### src/rtl/c432_irq_ctrl.sv
// ---------------------------------------------------------------------------
// c432_irq_ctrl
//   Registered 27-channel priority interrupt controller. It is functionally
//   the ISCAS-85 c432 with a register stage on the outputs.
//
//   There are three 9-channel request buses: A, B and C. A 9-bit enable
//   vector masks channel i on all three buses at the same time.
//
//   Bus priority is A > B > C. Within the winning bus, the highest channel
//   index wins.
//
//   Every cycle is independent. The only state is the output register, so
//   the result appears one cycle after the inputs are sampled.
//
// Ports
//   clk         rising-edge clock for all flops
//   rst         synchronous, active-high reset; clears all outputs
//   in1..in9    E[8:0] channel enables   (in1 = E[8] ... in9  = E[0])
//   in10..in18  A[8:0] bus A requests    (in10 = A[8] ... in18 = A[0])
//   in19..in27  B[8:0] bus B requests    (in19 = B[8] ... in27 = B[0])
//   in28..in36  C[8:0] bus C requests    (in28 = C[8] ... in36 = C[0])
//   out1        PA: bus A won
//   out2        PB: bus B won
//   out3        PC: bus C won
//   out4..out7  Chan[3:0] winning channel (out4 = Chan[3] ... out7 = Chan[0])
//
// Outputs are all zero when no enabled request is present.
// ---------------------------------------------------------------------------
module c432_irq_ctrl (
  input  logic clk,
  input  logic rst,
  input  logic in1,  input logic in2,  input logic in3,
  input  logic in4,  input logic in5,  input logic in6,
  input  logic in7,  input logic in8,  input logic in9,
  input  logic in10, input logic in11, input logic in12,
  input  logic in13, input logic in14, input logic in15,
  input  logic in16, input logic in17, input logic in18,
  input  logic in19, input logic in20, input logic in21,
  input  logic in22, input logic in23, input logic in24,
  input  logic in25, input logic in26, input logic in27,
  input  logic in28, input logic in29, input logic in30,
  input  logic in31, input logic in32, input logic in33,
  input  logic in34, input logic in35, input logic in36,
  output logic out1,
  output logic out2,
  output logic out3,
  output logic out4,
  output logic out5,
  output logic out6,
  output logic out7
);

  // Pin-to-vector mapping: the lowest-numbered pin of each group is bit 8.
  logic [8:0] en;
  logic [8:0] req_a;
  logic [8:0] req_b;
  logic [8:0] req_c;

  assign en    = {in1,  in2,  in3,  in4,  in5,  in6,  in7,  in8,  in9};
  assign req_a = {in10, in11, in12, in13, in14, in15, in16, in17, in18};
  assign req_b = {in19, in20, in21, in22, in23, in24, in25, in26, in27};
  assign req_c = {in28, in29, in30, in31, in32, in33, in34, in35, in36};

  // Masked requests, bus flags and winning-bus vector.
  logic [8:0] act_a;
  logic [8:0] act_b;
  logic [8:0] act_c;
  logic [8:0] win;
  logic       pa_d;
  logic       pb_d;
  logic       pc_d;
  logic [3:0] chan_d;

  always_comb begin
    act_a = req_a & en;
    act_b = req_b & en;
    act_c = req_c & en;

    // The bus flags are mutually exclusive by construction.
    pa_d = |act_a;
    pb_d = ~pa_d & (|act_b);
    pc_d = ~pa_d & ~pb_d & (|act_c);

    if (pa_d)      win = act_a;
    else if (pb_d) win = act_b;
    else if (pc_d) win = act_c;
    else           win = '0;

    // Priority encoder. The scan runs upward, so a higher set bit
    // overwrites a lower one and the highest index wins. When win is
    // zero, the index stays at 0.
    chan_d = 4'd0;
    for (int i = 0; i < 9; i++) begin
      if (win[i]) chan_d = 4'(i);
    end
  end

  // Output register. Reset overrides any request sampled on the same edge.
  logic       pa_q;
  logic       pb_q;
  logic       pc_q;
  logic [3:0] chan_q;

  always_ff @(posedge clk) begin
    if (rst) begin
      pa_q   <= 1'b0;
      pb_q   <= 1'b0;
      pc_q   <= 1'b0;
      chan_q <= 4'd0;
    end else begin
      pa_q   <= pa_d;
      pb_q   <= pb_d;
      pc_q   <= pc_d;
      chan_q <= chan_d;
    end
  end

  assign out1 = pa_q;
  assign out2 = pb_q;
  assign out3 = pc_q;
  assign out4 = chan_q[3];
  assign out5 = chan_q[2];
  assign out6 = chan_q[1];
  assign out7 = chan_q[0];

endmodule

### config.mk
export PLATFORM = sky130hd
export DESIGN_NAME = c432_irq_ctrl
export DESIGN_NICKNAME = d
export VERILOG_FILES = /design/src/rtl/c432_irq_ctrl.sv
export SDC_FILE = /design/constraint.sdc
export NUM_CORES = 1
export LEC_CHECK = 0
export BUFFER_PORTS_ARGS = -buffer_cell sky130_fd_sc_hd__buf_2
export CORE_MARGIN = 2
export CORE_UTILIZATION = 38
export DETAILED_ROUTE_END_ITERATION = 16
export PLACE_DENSITY_LB_ADDON = 0.2
export SETUP_SLACK_MARGIN = 0.15
export SYNTH_ARGS = -nofsm -noshare
export SYNTH_HDL_FRONTEND = slang
export SYNTH_SLANG_ARGS = --single-unit
### constraint.sdc
create_clock -name clk -period 2.3 [get_ports clk]
set_clock_uncertainty 0.1 [all_clocks]
set_input_delay 0.46 -clock clk [delete_from_list [all_inputs] [get_ports clk]]
set_output_delay 0.46 -clock clk [all_outputs]
set_load 0.005 [all_outputs]
==> out/results.txt <==
Final setup vio count: 0
Final Max Slew Viols: 0
Starting Density: 40.3%
Post-DRT Antenna Nets: 0
Slew @ Worst Pin: 340 ps
Post-synth top flop: dfxtp_1
Die X: 43.7 um
Min Hold Slack: 321 ps
Hold Vio Cnt, Final: 0
RSZ-0062 raised after global routing: yes
Post-synth ARST share: 0%
GPL Wtd Cong: 0.944
Total power: 0.408 mW
Vias: 891
Max stage delay on crit path: 360 ps
Fin cells: 150
Cells after Synth: 69
# IOs: 45
Commonest non-fill, non-tap cell in the layout: buf_2
CP Launch Type: input pin
Metal2 WL: 1120 um
Post-Place Setup Slack: -143 ps
Finished Cell Area: 1030 um^2
Fmax achieved: 452 MHz
DP Wirelength: 1890 um
Clk buf depth: 2
DIE AREA: 1910 um^2
Sequential cell area: 140 um^2
Netlist cell types: 39
Post-synth EDFFs: 0
Gr ovfl total: 0
Vias in the first global route: 799
Max layer used: met4
Cell mode on critical path: o31a_1
Cell area after placement: 940 um^2
Met3 wire length: 240 um
Num CTS Buffers: 3
Crit path kind: input pin to flop
Avg Cell Area, Syn: 8.69 um^2
Total Wirelength: 2350 um
All-Layer GR Usage: 24.5%
HP Class: input pin to flop
Mapped Nets: 107
CP Data Arrival Time: 2250 ps
Lkg Pwr: 0.499 nW
Post-layout util: 69.0%
Per-cell routed wire length: 15.6 um
Clk root buf: clkbuf_4
Synth Register Bits: 7
DIE HEIGHT: 43.7 um
H-tree levels: 1
Worst-path maximum fanout: 3
Via density: 5.94
Initial antenna violation count: 0
Outcome: completed
MaxCap Viol Count: 0
# diodes: 0
Iteration-0 DRC Markers: 25
Worst-path clk slew: 50 ps
Layout area overhead: 71.4%
Largest net degree at the start of global routing: 9
Setup TNS: 0 ps
Placed Cells: 142
Min Tclk post-route: 2210 ps
First-pass GRT wire length: 3500 um
Share of layout cells above drive strength 1: 56.7%
Routed met1 length: 919 um
Post-Syn Area: 599 um^2
Critical Path RT: 2340 ps
Sequential-to-total area share from yosys stat: 23.4%
Final period utilization: 96.1%
Fill cells: 123
CTS tree: built
# DRC: 0
Core Region: 1490 um^2
FP Rows: 14
Clock sinks: 7
Crit end category: flop
Nets: 173
Peak supply drop: 285 uV
CP max-delay cell: a222oi_1
Most frequent cells in the layout: 43 x buf_2, 18 x buf_4, 7 x dfxtp_1, 6 x a22oi_1, 6 x nor2_1
PortBufs: 44
Router iterations before antenna repair: 4
Cells along the critical path: buf_2 -> buf_4 -> a222oi_1 -> nand3_1 -> a221oi_2 -> nor4b_1 -> o31a_1 -> o31a_1
P per Cell Area: 397 nW/um^2
Multi-input logic area: 464 um^2
YS warnings: 0
Slew HR: 77.3%
Final WS setup: 89.3 ps
-- cell type report --
cell class | instances | share of cell area [%]
clock buffers | 4 | 2.56
repair buffers | 63 | 36.3
flip-flops and latches | 7 | 13.6
multi-input cells | 59 | 45.2
inverters | 1 | 0.365
well taps | 16 | 1.95
-- cell usage after synthesis (all sizes together), types with 2 or more instances --
master / n / area share, %
a31oi: 2 / 2.1
nor3: 2 / 2.5
o21ai: 3 / 2.5
o31a: 3 / 4.4
a211oi: 2 / 3.3
a221oi: 3 / 8.4
a22oi: 6 / 7.5
dfxtp: 7 / 23
nor2: 6 / 3.8
a222oi: 2 / 3.3
nor4b: 2 / 2.9
a22o: 2 / 2.9
a21oi: 2 / 1.7
and3: 4 / 4.2
nand2: 2 / 1.7
nand3: 3 / 3.3
buf: 2 / 2.1
o21a: 3 / 3.8
-- worst max-delay path, delay by kind of cell --
family / cells / cell delay (ps)
simple gates: 2 / 240
compound gates: 4 / 1270
buf+inv: 2 / 290
-- cell families after synthesis --
kind of cell / count (synthesis) / share of synthesized area (%)
simple gates: 24 / 23.8
mux: 1 / 1.67
flops: 7 / 23.4
compound gates: 34 / 48.4
buf+inv: 3 / 2.71
-- path summary, 6_finish.rpt --
check	start	cells past startpoint	endpoint
worst max-delay path	in5	8	chan_q[2]
worst min-delay path	rst	2	out1
-- registers in the layout, summed over array words and instances, names as in the netlist --
name and count:
chan_q 4, out1 1, out2 1, out3 1
-- power breakdown --
part	internal [mW]	total [mW]	switching, mW
Sequential	0.129	0.131	0.00196
Clock	0.0662	0.112	0.0456
Combinational	0.0876	0.165	0.0772
-- per-layer routing --
metal	vias to the layer above	GRT usage, %
met5	-	0
met4	0	3.64
met3	10	8.33
met2	54	40.0
met1	402	31.9
li1	425	-
-- timing repair --
| item | 4_1_cts | 5_1_grt |
|---|---|---|
| setup endpoints to repair | 1 | 3 |
| pin swaps | 1 | 6 |
| gates resized for setup | 1 | 6 |
| buffers inserted | 0 | 4 |
| hold buffers | 0 | 0 |
Power figures use the tool's default switching activity.
